## src/rtl/fetch_sequencer_pkg.sv

```systemverilog
// Shared constants for the fetch sequencer: widths, STOP opcode field and FSM state encoding.
package fetch_sequencer_pkg;

  localparam int AW     = 8;
  localparam int DW     = 16;
  localparam int OPC_HI = 15;
  localparam int OPC_LO = 11;

  localparam logic [OPC_HI-OPC_LO:0] STOP_OPC = 5'b10111;

  typedef logic [1:0] state_t;

  localparam state_t S_IDLE  = 2'd0;
  localparam state_t S_FETCH = 2'd1;
  localparam state_t S_ISSUE = 2'd2;
  localparam state_t S_HALT  = 2'd3;

endpackage

```

## src/rtl/fetch_sequencer_pc_reg.sv

```systemverilog
// Program counter: load has priority over increment; increment wraps modulo 2^AW.
module fetch_sequencer_pc_reg
  import fetch_sequencer_pkg::*;
(
  input  logic          clk,
  input  logic          reset_n,
  input  logic          load,
  input  logic          inc,
  input  logic [AW-1:0] load_val,
  output logic [AW-1:0] pc
);

  logic [AW-1:0] r_pc;

  always_ff @(posedge clk) begin
    if (!reset_n) begin
      r_pc <= '0;
    end else if (load) begin
      r_pc <= load_val;
    end else if (inc) begin
      r_pc <= r_pc + AW'(1);
    end
  end

  assign pc = r_pc;

endmodule

```

## src/rtl/fetch_sequencer.sv

```systemverilog
// Fetch sequencer: FETCH latches the program word, ISSUE offers it to the control unit
// over valid/ready; a fetched STOP word parks the sequencer in HALT until the next start.
module fetch_sequencer
  import fetch_sequencer_pkg::*;
(
  input  logic          clk,
  input  logic          reset_n,
  input  logic          start,
  input  logic [AW-1:0] start_addr,
  output logic [AW-1:0] mem_addr,
  input  logic [DW-1:0] mem_data,
  output logic [DW-1:0] ir,
  output logic          ir_valid,
  input  logic          ir_ready,
  input  logic          jump_en,
  input  logic [AW-1:0] jump_addr,
  output logic          halted,
  output logic          busy,
  output logic [15:0]   retired
);

  state_t        r_state;
  logic [DW-1:0] r_ir;
  logic          r_halted;
  logic [15:0]   r_retired;

  logic          w_is_stop;
  logic          w_hs;
  logic          w_start_ok;
  logic          w_jump;
  logic          w_pc_load;
  logic          w_pc_inc;
  logic [AW-1:0] w_pc_val;

  function automatic logic [15:0] sat_inc(input logic [15:0] v);
    return (v == 16'hFFFF) ? v : v + 16'd1;
  endfunction

  assign w_is_stop  = (mem_data[OPC_HI:OPC_LO] == STOP_OPC);
  assign w_hs       = (r_state == S_ISSUE) && ir_ready;
  assign w_start_ok = start && ((r_state == S_IDLE) || (r_state == S_HALT));
  assign w_jump     = w_hs && jump_en;

  // start and a jump can never coincide: start is only accepted outside ISSUE
  assign w_pc_load  = w_start_ok || w_jump;
  assign w_pc_val   = w_jump ? jump_addr : start_addr;
  assign w_pc_inc   = (r_state == S_FETCH) && !w_is_stop;

  fetch_sequencer_pc_reg u_pc (
    .clk      (clk),
    .reset_n  (reset_n),
    .load     (w_pc_load),
    .inc      (w_pc_inc),
    .load_val (w_pc_val),
    .pc       (mem_addr)
  );

  always_ff @(posedge clk) begin
    if (!reset_n) begin
      r_state   <= S_IDLE;
      r_ir      <= '0;
      r_halted  <= 1'b0;
      r_retired <= '0;
    end else begin
      case (r_state)
        S_IDLE: begin
          if (start) r_state <= S_FETCH;
        end
        S_FETCH: begin
          r_ir <= mem_data;
          if (w_is_stop) begin
            r_state  <= S_HALT;
            r_halted <= 1'b1;
          end else begin
            r_state <= S_ISSUE;
          end
        end
        S_ISSUE: begin
          if (ir_ready) begin
            r_retired <= sat_inc(r_retired);
            r_state   <= S_FETCH;
          end
        end
        S_HALT: begin
          if (start) begin
            r_halted <= 1'b0;
            r_state  <= S_FETCH;
          end
        end
        default: r_state <= S_IDLE;
      endcase
    end
  end

  assign ir       = r_ir;
  assign ir_valid = (r_state == S_ISSUE);
  assign halted   = r_halted;
  assign busy     = (r_state == S_FETCH) || (r_state == S_ISSUE);
  assign retired  = r_retired;

endmodule

```

## config.mk

```make
export PLATFORM = sky130hd
export DESIGN_NAME = fetch_sequencer
export DESIGN_NICKNAME = d
export VERILOG_FILES = /design/src/rtl/fetch_sequencer_pkg.sv /design/src/rtl/fetch_sequencer_pc_reg.sv /design/src/rtl/fetch_sequencer.sv
export SDC_FILE = /design/constraint.sdc
export NUM_CORES = 1
export LEC_CHECK = 0
export CORE_AREA = 2 2 96 98
export CTS_CLUSTER_DIAMETER = 50
export DETAILED_ROUTE_END_ITERATION = 7
export DIE_AREA = 0 0 98 100
export GPL_ROUTABILITY_DRIVEN = 0
export PLACE_DENSITY = 0.61
export SLEW_MARGIN = 20
export SYNTH_ARGS = -nofsm -noshare
export SYNTH_HDL_FRONTEND = slang
export SYNTH_HIERARCHICAL = 1
export SYNTH_SLANG_ARGS = --single-unit
```

## constraint.sdc

```tcl
create_clock -name clk -period 2.51 [get_ports clk]
set_clock_uncertainty 0.15 [all_clocks]
set_input_delay 0.251 -clock clk [delete_from_list [all_inputs] [get_ports clk]]
set_output_delay 0.251 -clock clk [all_outputs]
set_load 0.05 [all_outputs]
```

# Yosys cells after proc, flatten, opt, wreduce, memory -nomap -nowiden
# Cells that the tools add are included.
# classes
n_addsub	2
mul	0
n_div	0
n_lt_le_gt_ge	0
n_eq_ne	9
n_shift	0
n_mux	10
n_bitwise	1
n_reduce_logical	15
# op_table
op	count
$mux 8	3
$add 16x1->16 const B	1
$eq 16x16->1 const B	1
$add 8x1->8 const B	1
$pmux 2 s3	1
$reduce_and 3->1	2
$eq 5x5->1 const B	1
$eq 2x2->1 const B	2
$logic_and 1x1->1	4
$mux 2	2
$ne 2x1->1 const B	2
$ne 2x2->1 const B	2
$reduce_bool 2->1	2
$logic_or 1x1->1	3
$mux 1	3
$eq 2x1->1 const B	1
$logic_not 2->1	1
$pmux 1 s2	1
$reduce_and 2->1	1
$reduce_or 2->1	1
$logic_not 1->1	1
$not 1->1	1
# word_totals
ff_bits	43
latchBits	0
mem_bits_rw	0
rom_bits	0
wordCells	42
n_memories	0

# Depth between registers and ports, before layout
# Gate-level depths: netlist (run 1).
# logic_depth
depth_word	5
ltp_mapped	9
depth_no_buf	7

# Modules after synthesis
# Netlist (run 1), hierarchy kept.
# by_module_without_submodules
module	instances	cells_per_inst	area_per_inst_um2
fetch_sequencer	1	185	1669.1
fetch_sequencer_pc_reg	1	55	461.7

# Worst setup path after synthesis (run 1)
# OpenSTA, ideal clock, no wires.
# synth_path
path_type	reg2reg
start	register r_state[0]
end	register u_pc.r_pc[3], in the netlist u_pc/pc[3]
arrival_time_ps	2125
slack_ps	114
path_stages_with_launch	9
n_path_buf	1
period_less_slack_ps	2396
path_cell_list	dfxtp_1 > inv_1 > ha_1 > nand3_1 > nand2_1 > clkbuf_1 > inv_1 > o21ai_0 > a21oi_1
# synth_between
elab_chain_cells	5
# synth_lines
element	line	source
from (decl)	fetch_sequencer.sv:22	state_t r_state;
from (signal assigned)	fetch_sequencer.sv:60	r_state <= S_IDLE;
from (signal assigned)	fetch_sequencer.sv:67	if (start) r_state <= S_FETCH;
from (signal assigned)	fetch_sequencer.sv:72	r_state <= S_HALT;
$eq 2x2->1 *	--	
named net ir_valid	fetch_sequencer.sv:13	output logic ir_valid,
$logic_and 1x1->1 *	fetch_sequencer.sv:40	assign w_hs = (r_state == S_ISSUE) && ir_ready;
$logic_and 1x1->1 *	fetch_sequencer.sv:42	assign w_jump = w_hs && jump_en;
$logic_or 1x1->1 *	fetch_sequencer.sv:45	assign w_pc_load = w_start_ok || w_jump;
named net w_pc_load	fetch_sequencer.sv:31	logic w_pc_load;
$mux 8 / $reduce_bool 2->1 (equally long branches)	--	
to (signal assigned)	fetch_sequencer_pc_reg.sv:19	r_pc <= load_val;
to (signal assigned)	fetch_sequencer_pc_reg.sv:21	r_pc <= r_pc + AW'(1);
to (decl)	fetch_sequencer_pc_reg.sv:13	logic [AW-1:0] r_pc;
# Mark *: on every way through the listed nets, which the timed path passes. The rest lies on a longest branch.
# A chain may end at the register's enable or synchronous reset.

# Worst setup path after layout (run 1)
# layout_path
start	register r_state[0]
end	output port busy
# layout_between
elab_chain_cells	2
# layout_lines
element	line	source
$eq 2x1->1 / $eq 2x2->1 (equally long branches)	fetch_sequencer.sv:98	assign busy = (r_state == S_FETCH) || (r_state == S_ISSUE);
$logic_or 1x1->1 *	fetch_sequencer.sv:98	
to (decl)	fetch_sequencer.sv:18	output logic busy,
# Every way passes the cells marked *; elsewhere a longest branch is shown, timed or not.

==> reports/results.ini, run 1 <==
[status]
run_status=completed

[setup_path]
startpoint=r_state[0]$_SDFFE_PN0P_
cp.arrival_ns=1.97
crit_slowest_cell=clkdlybuf4s50_1
cp.required_ns=2.11
cpMostUsedCell=inv_1
cp_cell_sequence=inv_1 > ha_1 > inv_1 > clkdlybuf4s50_1
crit_fanout=3
slowest_delay_ns=0.83
crit_type=reg2out
reg2reg_from=r_state[0]$_SDFFE_PN0P_
cp-start-kind=flip-flop
end_kind=output pin

[routing]
postRouteAntennaNets=0
drt_wl_total_mm=5.48
via_per_inst=4.65
vias=2014
drtIter0Drc=50
drc=0
wl_per_cell_um=12.7
firstDrtPassIters=4

[timing]
fin_crit_sh_pct=94.3
slew_headroom_pct=63.4
tightest_slew_ns=0.547
finalMaxSlewViolations=0
rsz0062_at_grt=false
setup_ws_ns=0.143
tns_ns=0
fmax_mhz=422
setup_viol=0
hold_viol=0
period_needed_ns=2.37

[final_layout]
fill_cells=907
area_growth_pct=47.4
final_net_count=364
drive_gt1_share_pct=7.14
num_antenna_cells=0
finalNonFillerCells=433
stdcell_area_um2=3140

[clock_network]
cts_setup_buffers=0
clock_path_buffers=2
post_cts_resized=0
cts_tree=yes
cts-htree-levels=2
numCtsBuffers=5
clock-sinks=43
holdBufCountCts=0
clk_latency_ns=0.29
clk_pin_slew_ns=0.09
cts_root_buf=clkbuf_8

[yosys]
synth_edf_count=0
ys_async_sr_fraction_pct=0
synthTopCellsByArea=dfxtp_1 40%, mux2i_1 11%, mux2_2 4.2%
synth_common_cells=43 x dfxtp_1, 24 x nor2_1, 23 x mux2i_1
netlist.area_leader.share_pct=40.4
yosys_warnings=6
syn-cell-area_um2=2130
syn_avg_cell_area_um2=8.88
syn_inst=240
synth.distinct_cells=44
syn_nets=282
synth.most_common_cell=dfxtp_1
yosys.area.top_type=dfxtp_1
ys_seq_area_share_pct=40.4
ys_ff_latch=43
ys.flop_type=dfxtp_1

[power_and_ir_drop]
p_leak_nw=1.12
powerDensity_nw_per_um2=645
ir_drop_uv=317
finalPower_mw=2.03

[run]
cap_violations=0

[worst_hold_path]
hp-start=retired[15]$_SDFFE_PN0P_
hold_class=reg2reg

[floorplanning]
row_count=35
ioPinCount=80
die_w_um=98
die_y_um=100
dieArea_um2=9800
core_region_area_um2=8890
initial_core_util_pct=24.0

[placed_design]
portBuffers=79
place_area_um2=3050
pre_cts_ws_ns=0.314
hpwlAfterDp_mm=4.08
placed_cells=426

[global_route]
grt_pass1_wl_mm=9.19
antenna_found_initial=0
grt_max_degree=29
track_usage_pct=11.4
grt_pass1_vias=1903
grt-ovfl-total=0

## cells by family after synthesis
family / count (synthesis) / synth area share, %
AO/OA/AOI/OAI: 40 / 11.0
XOR/XNOR: 5 / 2.06
multiplexers: 31 / 15.0
AND/OR/NAND/NOR: 100 / 25.5
flip-flops: 43 / 40.4
adder cells (fa/ha/maj): 5 / 2.94
buffers and inverters: 16 / 3.11
## power by group
group,internal (mW),switching [mW]
clock network,0.216,0.239
logic,0.300,0.457
registers,0.751,0.0616
## routing by layer
| metal | vias up | global-route usage [%] | routed length (um) |
|---|---|---|---|
| met3 | 5 | 3.48 | 256 |
| li1 | 1029 | - | - |
| met1 | 939 | 13.9 | 2510 |
| met2 | 41 | 19.5 | 2650 |
| met4 | 0 | 3.21 | 63 |
| met5 | - | 0 | 0 |
## path summary, 6_finish.rpt
path | slack, ns | cells after the start | end
min | 0.34 | 2 | retired[15]$_SDFFE_PN0P_
min reg2reg | 0.34 | 2 | retired[15]$_SDFFE_PN0P_
max reg2reg | 0.45 | 6 | retired[5]$_SDFFE_PN0P_
max | 0.14 | 4 | busy
## layout by cell type, fill, tap and decap left out, drive strengths merged, types with 2 or more instances in the layout
cell type / netlist / final
clkbuf: 3 / 6
and4: 2 / 2
buf: 5 / 4
nor3b: 2 / 2
nor4b: 2 / 2
inv: 8 / 8
and2: 4 / 4
ha: 5 / 5
dfxtp: 43 / 43
nand2: 19 / 19
a31oi: 3 / 3
xnor2: 2 / 2
a21boi: 2 / 2
o21ai: 16 / 16
mux2i: 23 / 23
nand3: 11 / 11
o31ai: 2 / 2
or3: 7 / 7
or4: 4 / 4
nand4: 8 / 8
and3: 2 / 2
xor2: 3 / 3
nor4: 3 / 3
mux2: 8 / 8
nor2: 24 / 24
a21oi: 10 / 10
nand2b: 5 / 5
clkdlybuf4s50: 0 / 79
nor3: 4 / 4
o211ai: 2 / 2
## metrics by stage
step                      hold slack (ns)  util, %
after floorplan                     0.223        -
after global placement              0.323     34.4
after detailed placement            0.335     34.4
after CTS                           0.346     35.3
after global routing                0.372     35.3
final                               0.342     35.3
## sequential cells by signal, indices dropped and copies added (netlist names)
register,count
halted,1
r_state,2
retired,16
u_pc/pc,8
ir,16
## layout make-up
| type | instances | area [um^2] | area share [%] |
|---|---|---|---|
| Multi-Input combinational cell | 181 | 1200 | 38.3 |
| Sequential cell | 43 | 861 | 27.4 |
| Clock buffer | 6 | 82.6 | 2.63 |
| Inverter | 8 | 30.0 | 0.956 |
| Clock inverter | 1 | 5.00 | 0.159 |
| Tap cell | 111 | 139 | 4.42 |
| Timing Repair Buffer | 83 | 821 | 26.1 |
## critical path, delay by kind of cell, from the launching register on
family	cells	cell delay, ns
DFF	1	0.37
adders and majority gates	1	0.30
buffers and inverters	3	0.99
No activity file was read; power rests on OpenSTA's default activity.
==> run 2: changes to the inputs <==
--- a/config.mk
+++ b/config.mk
@@ -10,6 +10,7 @@
 export DETAILED_ROUTE_END_ITERATION = 7
 export DIE_AREA = 0 0 98 100
 export GPL_ROUTABILITY_DRIVEN = 0
+export HOLD_SLACK_MARGIN = 0.12
 export PLACE_DENSITY = 0.61
 export SLEW_MARGIN = 20
 export SYNTH_ARGS = -nofsm -noshare
==> results of run 2 <==
No change in the layout: final DEF, timing and power equal those of run 1.
==> run 3: changes to the inputs <==
--- a/config.mk
+++ b/config.mk
@@ -5,15 +5,16 @@
 export SDC_FILE = /design/constraint.sdc
 export NUM_CORES = 1
 export LEC_CHECK = 0
-export CORE_AREA = 2 2 96 98
+export CORE_AREA = 2 2 134 71
 export CTS_CLUSTER_DIAMETER = 50
 export DETAILED_ROUTE_END_ITERATION = 7
-export DIE_AREA = 0 0 98 100
+export DIE_AREA = 0 0 136 73
 export GPL_ROUTABILITY_DRIVEN = 0
-export HOLD_SLACK_MARGIN = 0.12
+export HOLD_SLACK_MARGIN = 0.05
 export PLACE_DENSITY = 0.61
 export SLEW_MARGIN = 20
 export SYNTH_ARGS = -nofsm -noshare
 export SYNTH_HDL_FRONTEND = slang
 export SYNTH_HIERARCHICAL = 1
 export SYNTH_SLANG_ARGS = --single-unit
+export TNS_END_PERCENT = 1
==> run 3 against run 2 <==
Net effect:
- setup slack improved by 0.065 ns
- total power grew 9.8%
- clock-buffer cell count is the same
- critical path type unchanged
- highest routed layer unchanged
==> reports/results.ini, run 3 (synthesis gave the netlist of run 1 again) <==
[clock_network]
post_cts_resized=0  ; unchanged
cts-htree-levels=2  ; unchanged
cts_setup_buffers=0  ; unchanged
clk_pin_slew_ns=0.06  ; was 0.09 ns
clock_path_buffers=2  ; unchanged
numCtsBuffers=5  ; unchanged
holdBufCountCts=0  ; unchanged
clock-sinks=43  ; unchanged
clk_latency_ns=0.28  ; was 0.29 ns
cts_root_buf=clkbuf_16  ; was clkbuf_8
cts_tree=yes  ; unchanged

[setup_path]
cp.arrival_ns=1.90  ; was 1.97 ns
slowest_delay_ns=0.81  ; was 0.83 ns
crit_slowest_cell=clkdlybuf4s50_1  ; unchanged
crit_fanout=3  ; unchanged
cp_cell_sequence=inv_1 > ha_1 > inv_1 > clkdlybuf4s50_1  ; unchanged
crit_type=reg2out  ; unchanged
crit_family=buffers and inverters  ; unchanged
cpMostUsedCell=inv_1  ; unchanged
worst-r2r-cell-count=7  ; was 6
r2r_end=u_pc/pc[7]$_SDFFE_PN0P_  ; was retired[5]$_SDFFE_PN0P_
end_kind=output pin  ; unchanged
startpoint=r_state[0]$_SDFFE_PN0P_  ; unchanged
path_buf_inv=3  ; unchanged
cp-start-kind=flip-flop  ; unchanged
reg2reg_from=r_state[0]$_SDFFE_PN0P_  ; unchanged
rrSetupSlack_ns=0.36  ; was 0.45 ns
cp.required_ns=2.11  ; about the same

[timing]
fin_crit_sh_pct=91.7  ; was 94.3%
period_needed_ns=2.30  ; was 2.37 ns
fmax_mhz=434  ; was 422 MHz
hold_viol=0  ; unchanged
finalMaxSlewViolations=0  ; unchanged
tightest_slew_ns=0.570  ; was 0.547 ns
slew_headroom_pct=62.0  ; was 63.4%
tns_ns=0  ; unchanged
setup_viol=0  ; unchanged
rsz0062_at_grt=false  ; unchanged
hold_ws_ns=0.339  ; was 0.342 ns
setup_ws_ns=0.208  ; was 0.143 ns

[final_layout]
drive_gt1_share_pct=7.43  ; was 7.14%
multi_input_area_um2=1200  ; unchanged
seq_area_um2=861  ; unchanged
layout_commonest_cell=clkdlybuf4s50_1  ; unchanged
final_cell_mix=79 x clkdlybuf4s50_1, 43 x dfxtp_1, 24 x nor2_1  ; unchanged
final_net_count=365  ; was 364
finalNonFillerCells=444  ; was 433
num_antenna_cells=0  ; unchanged
area_growth_pct=51.0  ; was 47.4%
fill_cells=929  ; was 907

[floorplanning]
die_w_um=136  ; was 98 um
dieArea_um2=9930  ; was 9800 um^2
core_region_area_um2=8950  ; was 8890 um^2
initial_core_util_pct=23.8  ; was 24.0%
row_count=25  ; was 35
ioPinCount=80  ; unchanged
die_y_um=73  ; was 100 um

[routing]
firstDrtPassIters=4  ; unchanged
postRouteAntennaNets=0  ; unchanged
drc=0  ; unchanged
drt_wl_total_mm=5.94  ; was 5.48 mm
via_per_inst=4.56  ; was 4.65
drtIter0Drc=83  ; was 50
vias=2023  ; was 2,014
wl_per_cell_um=13.4  ; was 12.7 um

[worst_hold_path]
hp-start=ir[0]$_SDFFE_PN0N_  ; was retired[15]$_SDFFE_PN0P_
hold_path_depth=2  ; unchanged
hold_class=reg2reg  ; unchanged
holdPathEnd=ir[0]$_SDFFE_PN0N_  ; was retired[15]$_SDFFE_PN0P_

[power_and_ir_drop]
powerDensity_nw_per_um2=691  ; was 645 nW/um^2
p_leak_nw=1.15  ; was 1.12 nW
ir_drop_uv=270  ; was 317 uV

[global_route]
antenna_found_initial=0  ; unchanged
grt_pass1_wl_mm=9.40  ; was 9.19 mm
track_usage_pct=12.3  ; was 11.4%
grt-ovfl-total=0  ; unchanged
grt_max_degree=29  ; unchanged
grt_pass1_vias=1860  ; was 1,903

[placed_design]
placed_cells=437  ; was 426
pre_cts_ws_ns=0.220  ; was 0.314 ns
hpwlAfterDp_mm=4.39  ; was 4.08 mm
portBuffers=79  ; unchanged

[status]
run_status=completed  ; unchanged

[run]
cap_violations=0  ; unchanged

==> run 3: metal layers <==
| metal | wire length, um | up-vias | GRT usage, % |
|---|---|---|---|
| met3 | 454 | 5 | 4.65 |
| met5 | 0 | - | 0 |
| met4 | 38 | 0 | 3.13 |
| li1 | - | 1036 | - |
| met1 | 3100 | 929 | 17.1 |
| met2 | 2350 | 53 | 18.0 |
==> run 3: report_power, final <==
| group | switching (mW) | leakage [nW] | internal (mW) |
|---|---|---|---|
| sequential | 0.0625 | 0.351 | 0.752 |
| combinational | 0.455 | 0.723 | 0.301 |
| clock | 0.264 | 0.0727 | 0.389 |
| total | 0.782 | 1.15 | 1.44 |
==> run 3: worst max-delay path by stage <==
stage | to | slack [ns] | cells after the start
after floorplan | u_pc/pc[3]$_SDFFE_PN0P_ | 0.11 | 8
after global placement | retired[9]$_SDFFE_PN0P_ | 0.29 | 6
after global routing | u_pc/pc[5]$_SDFFE_PN0P_ | 0.08 | 6
after detailed placement | retired[9]$_SDFFE_PN0P_ | 0.22 | 6
after CTS | ir_valid | 0.18 | 3
final | busy | 0.21 | 4
==> run 3: final cells by class <==
| type | count | share of cell area, % |
|---|---|---|
| clock inverters | 1 | 0.156 |
| multi-input cells | 181 | 37.4 |
| repair buffers | 84 | 25.7 |
| inverters | 8 | 0.933 |
| clock buffers | 6 | 4.32 |
| well taps | 121 | 4.70 |
| flip-flops and latches | 43 | 26.7 |
==> run 3: stage by stage <==
step | total power [mW] | util [%] | area [um^2]
2_1_floorplan | 1.32 | - | 2130
3_3_place_gp | 1.58 | 34.4 | 3070
3_5_place_dp | 1.59 | 34.4 | 3070
4_1_cts | 2.26 | 36.0 | 3220
5_1_grt | 2.35 | 36.0 | 3220
6_report | 2.22 | 36.0 | 3220
==> run 3: tightest hold or removal path: stages (launching register included) <==
cell	delay, ns
dfxtp_1	0.32
mux2i_1	0.06
nor2_1	0.07
